<file path="src/rtl/gf_inv_4_masked_pipe.sv">
// -----------------------------------------------------------------------------
// gf_inv_4_masked_pipe
//
// Pipelined, multi-lane, first-order Boolean-masked inverter in GF(2^4) built
// over GF(2^2), normal basis [alpha^8, alpha^2] (Canright tower, nu = W^2).
// Per lane the block takes a masked operand A with input mask M and a fresh
// output mask N, and returns Q with Q ^ N = inv(A ^ M), where inv(0) = 0.
//
// The mask-sensitive partial-sum chains are cut across three register stages
// (S1, S2, S3), so the order in which mask terms are summed is fixed by flops
// rather than by gate ordering. All lanes share one valid/ready control path.
//
// Parameters
//   LANES         number of independent 4-bit inverters (>= 1)
//   CLEAR_ON_IDLE 1: stage data is zeroed when a bubble moves into the stage
//                 0: stage data holds its last value across bubbles
//
// Ports
//   clk        rising-edge clock
//   rst        synchronous, active-high reset
//   in_valid   A/M/N beat is valid
//   in_ready   block accepts a beat this cycle (= pipeline advance enable)
//   A          masked operands, lane i on A[4i+3:4i]
//   M          input masks, A ^ M is the unmasked operand
//   N          fresh output masks, independent of M
//   out_valid  Q holds a valid result
//   out_ready  downstream accepts Q
//   Q          masked results, Q ^ N = inv(A ^ M) per lane
//   busy       at least one stage holds a valid beat
// -----------------------------------------------------------------------------
module gf_inv_4_masked_pipe #(
    parameter int unsigned LANES         = 1,
    parameter bit          CLEAR_ON_IDLE = 1'b1
) (
    input  logic                 clk,
    input  logic                 rst,
    input  logic                 in_valid,
    output logic                 in_ready,
    input  logic [4*LANES-1:0]   A,
    input  logic [4*LANES-1:0]   M,
    input  logic [4*LANES-1:0]   N,
    output logic                 out_valid,
    input  logic                 out_ready,
    output logic [4*LANES-1:0]   Q,
    output logic                 busy
);

    // ------------------------------------------------------------------
    // Per-lane stage payloads
    // ------------------------------------------------------------------

    // S1 holds the first-level products plus the masked operand halves,
    // their masks and the full output mask for later stages.
    typedef struct packed {
        logic [1:0] cst;   // NOR/NAND norm term, already covered by N[3:2]
        logic [1:0] an;    // a * n
        logic [1:0] mb;    // m * b
        logic [1:0] mn;    // m * n
        logic [1:0] a;     // masked high half
        logic [1:0] b;     // masked low half
        logic [1:0] m;     // mask of a
        logic [1:0] n;     // mask of b
        logic [3:0] nm;    // fresh output mask N
    } s1_lane_t;

    // S2 holds the masked GF(2^2) inverse and the output-mask-led partial sums.
    typedef struct packed {
        logic [1:0] e;     // inverse of the norm, masked by n
        logic [1:0] qsa;   // N[1:0] ^ a*n
        logic [1:0] psa;   // N[3:2] ^ m*b
        logic [1:0] mn;    // m * n
        logic [1:0] a;
        logic [1:0] b;
        logic [1:0] m;
        logic [1:0] n;
    } s2_lane_t;

    localparam int unsigned S1_W = $bits(s1_lane_t);
    localparam int unsigned S2_W = $bits(s2_lane_t);

    // ------------------------------------------------------------------
    // GF(2^2) helpers, normal basis [W^2, W]
    // ------------------------------------------------------------------

    // GF(2^2) multiply with the shared (x1^x0)(y1^y0) factor.
    function automatic logic [1:0] gf2_mul(input logic [1:0] x, input logic [1:0] y);
        logic s;
        s = (x[1] ^ x[0]) & (y[1] ^ y[0]);
        return {(x[1] & y[1]) ^ s, (x[0] & y[0]) ^ s};
    endfunction

    // Norm of the masked halves: a*b ^ nu*(a^b)^2, in Canright's NOR/NAND form.
    // Operates on masked values only; a^b of two masked halves never removes a mask.
    function automatic logic [1:0] nor_nand_term(input logic [1:0] a, input logic [1:0] b);
        logic sa;
        logic sb;
        sa = a[1] ^ a[0];
        sb = b[1] ^ b[0];
        return {(~(a[1] | b[1])) ^ (~(sa & sb)), (~(sa | sb)) ^ (~(a[0] & b[0]))};
    endfunction

    // Mask-only correction for the norm: nu*(m^n)^2 ^ swap(n).
    // The nu*(m^n)^2 part cancels the mask contribution of the square term;
    // the swap(n) part leaves c masked by swap(n), so the bit-swap inverse
    // hands out e masked by exactly n.
    function automatic logic [1:0] mask_fold(input logic [1:0] m, input logic [1:0] n);
        return {m[1] ^ n[1] ^ n[0], m[0] ^ n[0] ^ m[1]};
    endfunction

    // ------------------------------------------------------------------
    // Stage datapaths (one lane each)
    // ------------------------------------------------------------------

    // S1: split operands and form the factored first-level products.
    function automatic s1_lane_t stage1_calc(input logic [3:0] a_in,
                                             input logic [3:0] m_in,
                                             input logic [3:0] n_in);
        s1_lane_t r;
        r.a   = a_in[3:2];
        r.b   = a_in[1:0];
        r.m   = m_in[3:2];
        r.n   = m_in[1:0];
        r.nm  = n_in;
        r.an  = gf2_mul(r.a, r.n);
        r.mb  = gf2_mul(r.m, r.b);
        r.mn  = gf2_mul(r.m, r.n);
        r.cst = n_in[3:2] ^ nor_nand_term(r.a, r.b);
        return r;
    endfunction

    // S2: ordered norm summation, GF(2^2) inverse, and output-mask-led sums.
    // N[3:2] enters the chain through cst and leaves again through cm, so
    // every partial sum stays covered until the final term is added.
    function automatic s2_lane_t stage2_calc(input s1_lane_t s);
        s2_lane_t   r;
        logic [1:0] cm;
        logic [1:0] csa;
        logic [1:0] csb;
        logic [1:0] c;
        cm    = s.nm[3:2] ^ s.mn ^ mask_fold(s.m, s.n);
        csa   = s.cst ^ s.an;
        csb   = csa ^ s.mb;
        c     = csb ^ cm;
        r.e   = {c[0], c[1]};          // inverse in GF(2^2) is a bit swap
        r.qsa = s.nm[1:0] ^ s.an;
        r.psa = s.nm[3:2] ^ s.mb;
        r.mn  = s.mn;
        r.a   = s.a;
        r.b   = s.b;
        r.m   = s.m;
        r.n   = s.n;
        return r;
    endfunction

    // S3: output products and the final mask-ordered sums.
    function automatic logic [3:0] stage3_calc(input s2_lane_t s);
        logic [1:0] q;
        logic [1:0] em;
        logic [1:0] mask_sw;
        logic [1:0] d;
        logic [1:0] p;
        logic [1:0] dn;
        logic [1:0] qm;
        logic [1:0] pm;
        q       = gf2_mul(s.e, s.a);
        em      = gf2_mul(s.e, s.m);
        mask_sw = s.m ^ s.n;           // mask-only value
        d       = s.e ^ mask_sw;       // inverse now masked by m instead of n
        p       = gf2_mul(d, s.b);
        dn      = gf2_mul(d, s.n);
        qm      = (s.qsa ^ em) ^ s.mn;
        pm      = (s.psa ^ dn) ^ s.mn;
        return {pm ^ p, qm ^ q};
    endfunction

    // ------------------------------------------------------------------
    // Pipeline state
    // ------------------------------------------------------------------

    logic                  s1_v_q;
    logic                  s1_v_d;
    logic                  s2_v_q;
    logic                  s2_v_d;
    logic                  s3_v_q;
    logic                  s3_v_d;

    s1_lane_t [LANES-1:0]  s1_q;
    s1_lane_t [LANES-1:0]  s1_d;
    s1_lane_t [LANES-1:0]  s1_calc_s;
    s2_lane_t [LANES-1:0]  s2_q;
    s2_lane_t [LANES-1:0]  s2_d;
    s2_lane_t [LANES-1:0]  s2_calc_s;
    logic [LANES-1:0][3:0] s3_q;
    logic [LANES-1:0][3:0] s3_d;
    logic [LANES-1:0][3:0] s3_calc_s;

    logic                  en_s;

    // Whole pipe advances unless a valid output is being held back.
    assign en_s = (~s3_v_q) | out_ready;

    // Per-lane combinational logic feeding each stage register.
    always_comb begin
        s1_calc_s = {(LANES*S1_W){1'b0}};
        s2_calc_s = {(LANES*S2_W){1'b0}};
        s3_calc_s = {(LANES*4){1'b0}};
        for (int i = 0; i < LANES; i++) begin
            s1_calc_s[i] = stage1_calc(A[4*i +: 4], M[4*i +: 4], N[4*i +: 4]);
            s2_calc_s[i] = stage2_calc(s1_q[i]);
            s3_calc_s[i] = stage3_calc(s2_q[i]);
        end
    end

    // Next-state selection: shift on advance, hold on stall, optional bubble clear.
    always_comb begin
        s1_v_d = s1_v_q;
        s2_v_d = s2_v_q;
        s3_v_d = s3_v_q;
        s1_d   = s1_q;
        s2_d   = s2_q;
        s3_d   = s3_q;
        if (en_s) begin
            s1_v_d = in_valid;
            s2_v_d = s1_v_q;
            s3_v_d = s2_v_q;

            if (in_valid) begin
                s1_d = s1_calc_s;
            end else if (CLEAR_ON_IDLE) begin
                s1_d = {(LANES*S1_W){1'b0}};
            end else begin
                s1_d = s1_q;
            end

            if (s1_v_q) begin
                s2_d = s2_calc_s;
            end else if (CLEAR_ON_IDLE) begin
                s2_d = {(LANES*S2_W){1'b0}};
            end else begin
                s2_d = s2_q;
            end

            if (s2_v_q) begin
                s3_d = s3_calc_s;
            end else if (CLEAR_ON_IDLE) begin
                s3_d = {(LANES*4){1'b0}};
            end else begin
                s3_d = s3_q;
            end
        end else begin
            s1_v_d = s1_v_q;
            s2_v_d = s2_v_q;
            s3_v_d = s3_v_q;
            s1_d   = s1_q;
            s2_d   = s2_q;
            s3_d   = s3_q;
        end
    end

    // Stage registers; reset drops every in-flight beat and clears all data.
    always_ff @(posedge clk) begin
        if (rst) begin
            s1_v_q <= 1'b0;
            s2_v_q <= 1'b0;
            s3_v_q <= 1'b0;
            s1_q   <= {(LANES*S1_W){1'b0}};
            s2_q   <= {(LANES*S2_W){1'b0}};
            s3_q   <= {(LANES*4){1'b0}};
        end else begin
            s1_v_q <= s1_v_d;
            s2_v_q <= s2_v_d;
            s3_v_q <= s3_v_d;
            s1_q   <= s1_d;
            s2_q   <= s2_d;
            s3_q   <= s3_d;
        end
    end

    // ------------------------------------------------------------------
    // Outputs
    // ------------------------------------------------------------------

    assign in_ready  = en_s;
    assign out_valid = s3_v_q;
    assign Q         = s3_q;
    assign busy      = s1_v_q | s2_v_q | s3_v_q;

endmodule

</file>
<file path="config.mk">
export PLATFORM = sky130hd
export DESIGN_NAME = gf_inv_4_masked_pipe
export DESIGN_NICKNAME = d
export VERILOG_FILES = /design/src/rtl/gf_inv_4_masked_pipe.sv
export SDC_FILE = /design/constraint.sdc
export NUM_CORES = 1
export LEC_CHECK = 0
export BUFFER_PORTS_ARGS = -buffer_cell sky130_fd_sc_hd__buf_4
export CAP_MARGIN = 0
export CORE_MARGIN = 1
export CORE_UTILIZATION = 53
export CTS_CLUSTER_DIAMETER = 200
export DETAILED_ROUTE_END_ITERATION = 8
export HOLD_SLACK_MARGIN = 0.06
export PLACE_DENSITY = 0.78
export REMOVE_ABC_BUFFERS = 1
export SETUP_SLACK_MARGIN = 0.4
export SYNTH_ARGS = -nofsm -noshare
export SYNTH_HDL_FRONTEND = slang
export SYNTH_SLANG_ARGS = --single-unit
</file>
<file path="constraint.sdc">
create_clock -name clk -period 1.88 [get_ports clk]
set_input_delay 0.094 -clock clk [delete_from_list [all_inputs] [get_ports clk]]
set_output_delay 0.094 -clock clk [all_outputs]
set_load 0.01 [all_outputs]
</file>
# == After elaboration in Yosys (flattened, before gate mapping) ==
# Cells that the tools add are included.
# totals
word_cells,103
ff_bits,43
# classes
bitwise_logic,79
mux,3
# ops
op,n
2-bit bitwise XOR,16
1-bit bitwise XOR,30
1-bit AND,23
20-bit 2-to-1 mux,1
16-bit 2-to-1 mux,1
1-bit inverter,5
1-bit bitwise OR,5
4-bit 2-to-1 mux,1

# == Depth between registers and ports, before layout ==
# logic_depth
ltp_word,9
depth_mapped,7

# == Worst setup path after synthesis ==
# OpenSTA, ideal clock, no wires.
# synth_timing
path_type,register -> register
start,register s2_q[15] in the netlist's numbering
end,"register s3_q, in the netlist Q[2]"
setup_time_ns,0.122
path_slack_ns,0.016
required_time_ns,1.758
path_stages_with_launch,8
arrival_time_ns,1.742
path_buffers,1
path_cell_list,dfxtp_1 buf_6 xnor2_2 xor2_2 mux2_1 a21oi_1 nor3_1 a311o_1
# synth_via
elab_chain_len,8
word_cells_on_any_way,10
# synth_lines
element,line,rtl
"start, declared",190,s2_lane_t [LANES-1:0] s2_q;
"start signal, assigned",267,s2_q <= {(LANES*S2_W){1'b0}};
2-bit bitwise XOR (*),168,d = s.e ^ mask_sw;
1-bit bitwise XOR (*),88,s = (x[1] ^ x[0]) & (y[1] ^ y[0]);
1-bit AND,88,
1-bit bitwise XOR,89,"return {(x[1] & y[1]) ^ s, (x[0] & y[0]) ^ s};"
2-bit bitwise XOR (2 in series),172,pm = (s.psa ^ dn) ^ s.mn;
2-bit bitwise XOR (*),173,"return {pm ^ p, qm ^ q};"
4-bit 2-to-1 mux (*),243,if (s2_v_q) begin
"end signal, assigned",268,s3_q <= {(LANES*4){1'b0}};
"end, declared",193,logic [LANES-1:0][3:0] s3_q;
# Every way passes the cells marked *; elsewhere a longest branch is shown, timed or not.
# A chain may end at the register's enable or synchronous reset.

# == Worst setup path in the final report ==
# layout_timing
start,register s2_q[14] in the netlist's numbering
end,"register s3_q, in the netlist Q[3]"
# The elaborated chain is that of the path after synthesis.

==> flow_metrics.py <==
metrics = {
    "finish": {
        "stdcell_count": 373,
        "area_growth_pct": 24.60,
        "design_area_um2": 2953,
        "diodes": 0,
        "drive_gt1_share_pct": 26.32,
        "nNetsFinal": 338,
    },
    "global_routing": {
        "grt_start_max_net_pins": 44,
        "grtUsageTotal_pct": 25.38,
        "grtUsageMet2_pct": 41.63,
        "grt_pass1_vias": 1868,
        "top_usage_layer": "met2",
        "grt_use_met3_pct": 6.579,
        "met1_usage_pct": 31.65,
        "grt_overflow": 0,
        "antenna_found_initial": 0,
        "grt_pass1_wl_mm": 8.769,
    },
    "critical_path": {
        "worstPathRequired_ns": 2.08,
        "rr_worst_depth": 6,
        "reg2reg_slack_ns": 0.05,
        "crit_arrival_ns": 2.03,
        "path_class": "flip-flop to flip-flop",
        "crit_path_max_fanout": 3,
        "reg2reg_to": "Q[3]$_SDFFE_PP0P_",
        "rr_startpoint": "s2_q[14]$_SDFFE_PP0P_",
        "worstSetupStartpointType": "flip-flop",
        "critPathCaptureType": "flip-flop",
        "startpoint": "s2_q[14]$_SDFFE_PP0P_",
    },
    "cts": {
        "cts_made_buffers": 5,
        "cts_tree": "done",
        "htreeDepth": 2,
        "clk_pin_slew_worst_paths_ns": 0.08,
        "cts_sinks": 43,
        "cts_root_buf": "clkbuf_8",
        "cts_buffer_depth": 2,
        "clock_latency_ns": 0.31,
    },
    "synth": {
        "ys_ff_latch": 43,
        "synth_largest_area_cell": "dfxtp_1",
        "synth.most_common_cell": "dfxtp_1",
        "ys_seq_area_share_pct": 36.33,
        "syn_area_per_cell_um2": 8.088,
        "yosys_warnings": 0,
        "synth_commonest_cells": "dfxtp_1, nand2_1, a21oi_1, xnor2_1, nand3_1",
        "synth_edf_count": 0,
        "synthTopCellsByArea": "dfxtp_1, xnor2_1, a21oi_1, nand2_1, nand3_1",
        "ys_types": 44,
        "ys.flop_type": "dfxtp_1",
        "netlist_area_um2": 2370,
        "async_flop_share_pct": 0,
        "synth_top_area_share_pct": 36.33,
        "syn_inst": 293,
    },
    "min_path": {
        "hp-class": "input pin to flip-flop",
        "holdPathEnd": "s1_q[1]$_SDFFE_PP0P_",
        "hold-path-cell-count": 3,
        "worstHoldStart": "N[1]",
    },
    "drt": {
        "drc": 0,
        "wl_per_cell_um": 14.91,
        "drtPass1Iterations": 4,
        "wirelength_mm": 5.563,
        "vias": 2097,
        "via_per_inst": 5.622,
        "antenna_left": 0,
        "drtIter0Drc": 119,
    },
    "pwr": {
        "pwr-share-comb_pct": 16.4,
        "power_switching_share_pct": 25.47,
        "p_leak_nw": 1.110,
        "vdd_drop_max_v": 0.0005811,
        "pwr-share-seq_pct": 46.8,
        "p_sw_mw": 0.5250,
        "internal_power_mw": 1.536,
        "pwr_density_cell_nw_per_um2": 698.1,
        "power.share.clock_pct": 36.8,
    },
    "die": {
        "core_area_um2": 4144,
        "num_io_pins": 23,
        "rows": 23,
        "initial_core_util_pct": 57.19,
        "die_area_um2": 4742,
        "die_h_um": 68.87,
        "fp.dieW_um": 68.87,
    },
    "timing": {
        "setup_viol": 0,
        "finalCritPeriodShare_pct": 97.32,
        "worstMarginPinSlew_ns": 0.4502,
        "fin_crit_ns": 1.830,
        "slew_violations": 0,
        "max_slew_margin_pct": 69.95,
        "fin_skew_ns": 0.004863,
        "rsz0062_at_grt": "yes",
        "max_freq_mhz": 546.6,
        "finalHoldViolations": 0,
        "setup_tns_ns": 0,
    },
    "place": {
        "dp_hpwl_mm": 3.591,
        "io_buffers": 22,
        "place_area_um2": 2580,
        "gp_congestion": 0.8198,
        "place_inst": 355,
    },
    "flow_run": {
        "drv_cap": 0,
    },
    "status": {
        "status": "finished, final reports clean",
    },
}
## final cells by class
cell class                 instances  area, um^2
tap                               50       62.56
sequential                        43       880.8
fill                             343        1191
inverter                           5       18.77
clock buffer                       6       82.58
clock inverter                     2       35.03
multi-input combinational        225        1529
timing repair buffer              42       344.1
## registers in the layout, indices dropped and copies added (netlist names)
name	count
s1_v_q	1
s2_v_q	1
s1_q	20
s2_q	16
Q	4
out_valid	1
## cells by family (layout without fill, tap and decap cells)
logic type      count (synthesis)  count (layout)  synth area share, %
simple gates                  114             114                23.18
flops                          43              43                36.33
xor+xnor                       38              38                15.63
mux                             5               5                2.270
buf+inv                        25              55                4.803
compound gates                 68              68                17.79
## worst max path at each step
stage	to	slack (ns)	depth (start not counted)
after global routing	Q[3]$_SDFFE_PP0P_	-0.004	6
after CTS	Q[3]$_SDFFE_PP0P_	0.08	6
after global placement	Q[2]$_SDFFE_PP0P_	0.09	5
after detailed placement	Q[2]$_SDFFE_PP0P_	-0.02	5
final	Q[3]$_SDFFE_PP0P_	0.05	6
after floorplan	Q[3]$_SDFFE_PP0P_	-2.03	5
## routing by layer
metal	up-vias	part of all wire, %
li1	1063	-
met1	974	45
met2	49	49
met3	11	4.0
met4	0	2.2
met5	-	0
## power by group through the flow
stage | clock, mW | sequential [mW] | combinational [mW]
floorplan | 0 | 0.987 | 0.181
global placement | 0 | 0.988 | 0.284
detailed placement | 0 | 0.990 | 0.291
CTS | 0.763 | 0.965 | 0.315
global route | 0.809 | 0.970 | 0.369
finish | 0.758 | 0.965 | 0.338
## timing repair
action / in CTS / in global routing
setup endpoints to repair: 5 / 9
buffers inserted: 7 / 2
pin swaps: 16 / 8
gates resized for setup: 33 / 14
endpoints found under the hold margin: 7 / 0
hold buffers: 1 / 0
## cell usage in the layout, fill, tap and decap left out, types with 2 or more instances in the layout
cell,instances
o211ai_1,2
xor2_1,5
mux2_4,2
xnor2_2,6
a22oi_1,12
buf_4,34
a21oi_2,2
nand2b_1,10
o21ai_1,3
a311o_1,2
and2_1,2
buf_6,7
nand3b_1,2
nor2_1,22
a21oi_1,27
inv_1,4
nor3_1,2
xnor2_1,24
o21ai_0,8
clkbuf_8,6
nand2_1,37
dfxtp_4,5
dfxtp_1,37
a22oi_2,3
and2b_2,2
mux2i_1,2
nor2b_1,3
nand3_1,24
a2bb2oi_1,2
## stage by stage
step                      utilization [%]  power (mW)  setup slack, ns  hold WS, ns
after global placement              62.26       1.272          0.09421       0.3454
after floorplan                         -       1.168           -2.033       0.1631
after CTS                           69.38       2.044          0.08402      0.06126
after global routing                71.26       2.148        -0.004023      0.06246
after detailed placement            62.26       1.281         -0.02359       0.3411
final                               71.26       2.061          0.05038      0.05983
## worst max-delay path: stages (launching register included)
cell and delay, ns:
dfxtp_4 0.37, xor3_2 0.47, buf_6 0.14, mux2i_1 0.17, o22ai_2 0.12, and3b_1 0.19, a311o_1 0.26
No activity file was read; power rests on OpenSTA's default activity.
